<file path="src/rtl/pll_sup_pkg.sv">
// Shared state encoding and width helpers for the PLL lock supervisor.
package pll_sup_pkg;

   typedef enum logic [2:0] {
      PLLRST   = 3'd0,
      WAITLOCK = 3'd1,
      STABLE   = 3'd2,
      RELEASE  = 3'd3,
      RUN      = 3'd4,
      FAULT    = 3'd5
   } pll_state_e;

   function automatic int max3(input int a, input int b, input int c);
      int m;
      m = (a > b) ? a : b;
      return (m > c) ? m : c;
   endfunction

   // Bits needed to hold 0..max_val, never less than one bit.
   function automatic int cnt_width(input int max_val);
      int w;
      w = $clog2(max_val + 1);
      return (w < 1) ? 1 : w;
   endfunction

endpackage

</file>
<file path="src/rtl/sync_2ff.sv">
// Two-flop synchroniser for a single asynchronous level.
module sync_2ff (
   input  logic clk,
   input  logic d,
   output logic q
);

   logic meta_q, meta_d;
   logic sync_q, sync_d;

   always_comb begin
      meta_d = d;
      sync_d = meta_q;
   end

   always_ff @(posedge clk) begin
      meta_q <= meta_d;
      sync_q <= sync_d;
   end

   assign q = sync_q;

endmodule

</file>
<file path="src/rtl/pll_lock_supervisor.sv">
// PLL reset/lock supervisor: qualifies lock, retries with timeout, then
// releases downstream domain resets one after another.
module pll_lock_supervisor
   import pll_sup_pkg::*;
#(
   parameter int NUM_RST        = 3,
   parameter int PLL_RST_CYCLES = 16,
   parameter int LOCK_TIMEOUT   = 65536,
   parameter int LOCK_STABLE    = 1024,
   parameter int RST_STAGGER    = 64,
   parameter int MAX_RETRY      = 4
) (
   input  logic                             clkin,
   input  logic                             reset,
   input  logic                             lock,
   input  logic                             relock_req,
   output logic                             pll_reset,
   output logic [NUM_RST-1:0]               rst_out,
   output logic                             locked,
   output logic                             fault,
   output logic [$clog2(MAX_RETRY+1)-1:0]   retry_cnt,
   output logic [2:0]                       state_o
);

   localparam int REL_LAST = RST_STAGGER * (NUM_RST - 1);
   localparam int CNT_W    = cnt_width(max3(PLL_RST_CYCLES, LOCK_STABLE, REL_LAST));
   localparam int TMO_W    = cnt_width(LOCK_TIMEOUT);
   localparam int RTY_W    = $clog2(MAX_RETRY + 1);

   pll_state_e         state_q, state_d;
   logic [CNT_W-1:0]   cnt_q, cnt_d;
   logic [TMO_W-1:0]   tmo_q, tmo_d;
   logic [RTY_W-1:0]   retry_q, retry_d;
   logic               pll_reset_q, pll_reset_d;
   logic [NUM_RST-1:0] rst_out_q, rst_out_d;
   logic               locked_q, locked_d;
   logic               fault_q, fault_d;

   logic lock_s;
   logic waiting_now;
   logic timeout;
   logic restart;

   sync_2ff u_lock_sync (
      .clk (clkin),
      .d   (lock),
      .q   (lock_s)
   );

   always_comb begin
      state_d     = state_q;
      retry_d     = retry_q;
      waiting_now = (state_q == WAITLOCK) || (state_q == STABLE);
      timeout     = waiting_now && (tmo_q == TMO_W'(LOCK_TIMEOUT - 1));

      case (state_q)
         PLLRST: begin
            if (cnt_q == CNT_W'(PLL_RST_CYCLES - 1)) state_d = WAITLOCK;
         end
         WAITLOCK, STABLE: begin
            // Timeout wins over any lock activity in the same cycle.
            if (timeout) begin
               retry_d = (retry_q == RTY_W'(MAX_RETRY)) ? retry_q : retry_q + RTY_W'(1);
               state_d = (retry_d == RTY_W'(MAX_RETRY)) ? FAULT : PLLRST;
            end else if (!lock_s) begin
               state_d = WAITLOCK;
            end else if (state_q == WAITLOCK) begin
               state_d = STABLE;
            end else if (cnt_q == CNT_W'(LOCK_STABLE - 1)) begin
               state_d = RELEASE;
            end
         end
         RELEASE: begin
            if (!lock_s) begin
               state_d = PLLRST;
            end else if (cnt_q == CNT_W'(REL_LAST)) begin
               state_d = RUN;
               retry_d = '0;
            end
         end
         RUN: begin
            if (!lock_s) state_d = PLLRST;
         end
         FAULT: begin
            state_d = FAULT;
         end
         default: begin
            state_d = PLLRST;
         end
      endcase

      if (relock_req) begin
         state_d = PLLRST;
         retry_d = '0;
      end

      // Phase counter restarts on every state change; timeout spans WAITLOCK and STABLE.
      restart = relock_req || (state_d != state_q);
      cnt_d   = restart ? '0 : ((cnt_q == '1) ? cnt_q : cnt_q + CNT_W'(1));
      if (waiting_now && ((state_d == WAITLOCK) || (state_d == STABLE)))
         tmo_d = (tmo_q == '1) ? tmo_q : tmo_q + TMO_W'(1);
      else
         tmo_d = '0;

      pll_reset_d = (state_d == PLLRST) || (state_d == FAULT);
      fault_d     = (state_d == FAULT);
      locked_d    = (state_d == RUN);
      rst_out_d   = '1;
      if (state_d == RUN) begin
         rst_out_d = '0;
      end else if (state_d == RELEASE) begin
         for (int i = 0; i < NUM_RST; i++)
            rst_out_d[i] = (int'(cnt_d) < RST_STAGGER * i);
      end
   end

   always_ff @(posedge clkin) begin
      if (reset) begin
         state_q     <= PLLRST;
         cnt_q       <= '0;
         tmo_q       <= '0;
         retry_q     <= '0;
         pll_reset_q <= 1'b1;
         rst_out_q   <= '1;
         locked_q    <= 1'b0;
         fault_q     <= 1'b0;
      end else begin
         state_q     <= state_d;
         cnt_q       <= cnt_d;
         tmo_q       <= tmo_d;
         retry_q     <= retry_d;
         pll_reset_q <= pll_reset_d;
         rst_out_q   <= rst_out_d;
         locked_q    <= locked_d;
         fault_q     <= fault_d;
      end
   end

   assign pll_reset = pll_reset_q;
   assign rst_out   = rst_out_q;
   assign locked    = locked_q;
   assign fault     = fault_q;
   assign retry_cnt = retry_q;
   assign state_o   = state_q;

endmodule

</file>
<file path="config.mk">
export PLATFORM = sky130hd
export DESIGN_NAME = pll_lock_supervisor
export DESIGN_NICKNAME = d
export VERILOG_FILES = /design/src/rtl/pll_sup_pkg.sv /design/src/rtl/sync_2ff.sv /design/src/rtl/pll_lock_supervisor.sv
export SDC_FILE = /design/constraint.sdc
export NUM_CORES = 1
export LEC_CHECK = 0
export ABC_AREA = 1
export BUFFER_PORTS_ARGS = -buffer_cell sky130_fd_sc_hd__buf_2
export CORE_ASPECT_RATIO = 2
export CORE_MARGIN = 2
export CORE_UTILIZATION = 25
export DETAILED_ROUTE_END_ITERATION = 12
export GPL_ROUTABILITY_DRIVEN = 0
export MAX_ROUTING_LAYER = met4
export SLEW_MARGIN = 20
export SYNTH_ARGS = -nofsm -noshare
export SYNTH_HDL_FRONTEND = slang
export SYNTH_HIERARCHICAL = 1
export SYNTH_SLANG_ARGS = --single-unit
</file>
<file path="constraint.sdc">
create_clock -name clkin -period 2.63 [get_ports clkin]
set_clock_uncertainty 0.1 [all_clocks]
set_input_delay 0.263 -clock clkin [delete_from_list [all_inputs] [get_ports clkin]]
set_output_delay 0.263 -clock clkin [all_outputs]
set_load 0.03 [all_outputs]
</file>
==> reports/qor.txt <==
Run status - finished clean
Lkg Pwr - 0.00116 uW
Max-cap viol count - 0
GR Overflow Total - 0
Dominant cell type by area after synthesis - dfxtp_1
Final nets - 340
Largest net degree at the start of global routing - 14
Power Total - 1370 uW
Core Rows - 49
Tot GR Track Use - 10.6%
CP Data Required Time - 2.74 ns
Worst-path clk slew - 0.06 ns
Power Dens Cells - 480 nW/um^2
Netlist cell types - 29
CTS Root Cell - clkbuf_16
CP Launch Type - flip-flop
Final non-filler cell total - 432
Slew HR - 74.0%
Post-route ant nets - 0
Syn Inst Count - 299
Post-synthesis sequential area ratio - 36.8%
TritonCTS clock tree - built
Endpoints failing hold - 0
Cell area after synthesis - 2280 sq um
Detailed placement HPWL - 3750 microns
Share of post-route cells with drive strength above 1 - 27.9%
Area of placed instances - 2540 sq um
Residual DRC - 0
Hold path cells - 2
Period minus WS final - 2.51 ns
Fmax - 398 MHz
Total I/O pin count - 16
Placement Setup Slack - 0.0269 ns
Final worst slack - 0.121 ns
Placed insts - 420
Worst-path maximum fanout - 5
CTS buffer count - 5
Clock latency on the worst-skew pair - 0.29 ns
Design area - 2850 sq um
Vias in the first global route - 1995
# clock sinks - 42
Chip height - 139 microns
Initial Util - 25.5%
Synth top area cells - dfxtp_1 (37%), nand2_1 (11%), nor2_1 (5.9%)
Fillers - 940
Reg-to-reg startpoint - tmo_q[1]
Antenna diodes - 0
Die area - 9960 sq um
Setup CP Type - flip-flop to flip-flop
Worst-margin pin slew - 0.389 ns
WL final - 4930 microns
Reg2reg setup slack - 0.12 ns
Vias - 1942
Hold Path Sink - state_o[2]
Post-synthesis average cell area - 7.63 sq um
CP endpoint kind - flip-flop
Antenna violations before repair - 0
R2r worst-path depth - 17
Post-synth top area share - 36.8%
Area growth from synthesis to layout - 24.7%
RSZ-0062 raised after global routing - yes
Number of synthesized register bits - 42
DRT iter0 DRCs - 77
H-tree depth - 2
Hold Startpoint - reset
Die X-Extent - 71.6 microns
Slew Limit Fails - 0
CORE AREA - 8950 sq um
1st-pass router iterations - 4
Yosys warnings - 6
Post-DR wirelength/cell - 11.4 microns
Vias per inst - 4.50
Max rail drop VDD - 0.454 mV
Setup violations, final - 0
Worst EP arrival - 2.62 ns
Maximum clock insertion buffer count - 2
Number of port buffers - 15
First-pass GRT wire length - 8220 microns
Period utilization - 95.4%
Syn nets - 310
RR Endpoint - tmo_q[0]
Hold Path Class - input pin to flip-flop
==> Yosys cell counts <==
library cell,n
nand3_1,18
o21ai_1,1
nand3b_1,2
nand3_2,4
or2_2,1
nor2_1,36
a21oi_1,11
o211ai_1,2
dfxtp_1,42
inv_2,4
clkbuf_1,1
buf_6,1
nand2_1,66
ha_1,7
nand2_4,3
nor3_2,1
nor3_1,4
xor2_1,10
o21a_1,1
xnor2_1,8
inv_1,30
nor2_4,12
nand4_1,8
nand4_4,1
nand2_2,7
a21oi_2,3
buf_8,1
o21ai_0,5
nor2_2,9
==> where the power goes <==
part | switching (uW) | leakage (uW) | internal (uW)
Clock | 249 | 0.0000836 | 444
Combinational | 18.4 | 0.000731 | 11.8
Sequential | 3.87 | 0.000341 | 638
Total | 271 | 0.00116 | 1090
==> cell families after synthesis <==
kind of cell	share of synthesized area [%]
flops	36.8
compound gates	5.87
simple gates	39.6
xor+xnor	6.91
fa+ha+maj	3.84
buf+inv	6.91
==> flip-flops by register name, indices dropped and copies added, names as in the netlist, 3 cells and up <==
signal	count
rst_out	3
retry_cnt	3
tmo_q	17
cnt_q	11
state_o	3
==> worst max-delay path: stages (launching register included) <==
cell,delay [ns]
dfxtp_2,0.36
ha_4,0.15
nand2_4,0.06
nor3_4,0.22
nand4_1,0.16
nor2_2,0.17
ha_2,0.22
nand2_4,0.07
nand2_2,0.07
inv_2,0.03
nand2_2,0.05
nand2_1,0.05
nand2_2,0.11
nand2_4,0.08
nand2_4,0.09
nand4_4,0.15
buf_12,0.18
a21oi_4,0.10
==> repair_timing <==
action | in CTS | in global routing
endpoints found under the setup margin | 0 | 31
setup buffers | 0 | 2
endpoints found under the hold margin | 1 | 0
gates resized for setup | 0 | 22
hold buffers | 1 | 0
==> how the worst max path moves through the flow <==
stage	from	to	slack, ns	cells past startpoint
floorplan	tmo_q[0]	tmo_q[16]	0.29	16
global placement	tmo_q[0]	cnt_q[2]	0.11	17
detailed placement	tmo_q[0]	cnt_q[2]	0.03	17
CTS	tmo_q[0]	cnt_q[2]	0.02	17
global route	tmo_q[1]	cnt_q[2]	-0.08	17
finish	tmo_q[1]	tmo_q[0]	0.12	17
==> cells in the final DEF (no fill, tap or decap), types with 2 or more instances in the layout <==
cell type	Yosys	layout
buf_2	0	15
ha_1	7	5
xnor2_1	8	8
nand3b_1	2	2
nand2_4	3	5
nor2_4	12	12
xor2_1	10	10
nor2_1	36	34
clkbuf_16	0	6
nand2_1	66	63
nand3_1	18	18
o21ai_0	5	5
nand3_2	4	4
dfxtp_1	42	40
a21oi_2	3	5
nor3_4	0	2
buf_4	0	6
inv_1	30	30
buf_12	0	3
a21oi_1	11	8
nor2_2	9	11
nand2_2	7	8
clkinv_2	0	2
nor3_1	4	2
inv_2	4	3
o211ai_1	2	2
nand4_1	8	8
==> final cells by class <==
cell class / instances / area, sq um / share of cell area, %
Timing Repair Buffer: 26 / 215 / 7.56
Clock buffer: 5 / 125 / 4.40
Sequential cell: 42 / 846 / 29.7
Inverter: 34 / 130 / 4.57
Multi-Input combinational cell: 220 / 1360 / 47.9
Tap cell: 102 / 128 / 4.48
Clock inverter: 3 / 40.0 / 1.41
==> layer usage <==
layer / global-route usage, % / up-vias / share of wire (%)
met3: 2.69 / 14 / 2.3
met5: - / - / 0
li1: - / 1006 / -
met1: 8.97 / 901 / 35
met4: 6.06 / 0 / 3.7
met2: 20.0 / 21 / 60
==> stage by stage <==
| stage | hold WS [ns] | setup TNS [ns] | utilization (%) |
|---|---|---|---|
| 6_report | 0.155 | 0 | 31.8 |
| 5_1_grt | 0.157 | -1.25 | 31.8 |
| 4_1_cts | 0.147 | 0 | 30.4 |
| 3_5_place_dp | 0.216 | 0 | 28.4 |
| 3_3_place_gp | 0.214 | 0 | 28.4 |
| 2_1_floorplan | 0.191 | 0 | - |
No activity file was read; power rests on OpenSTA's default activity.
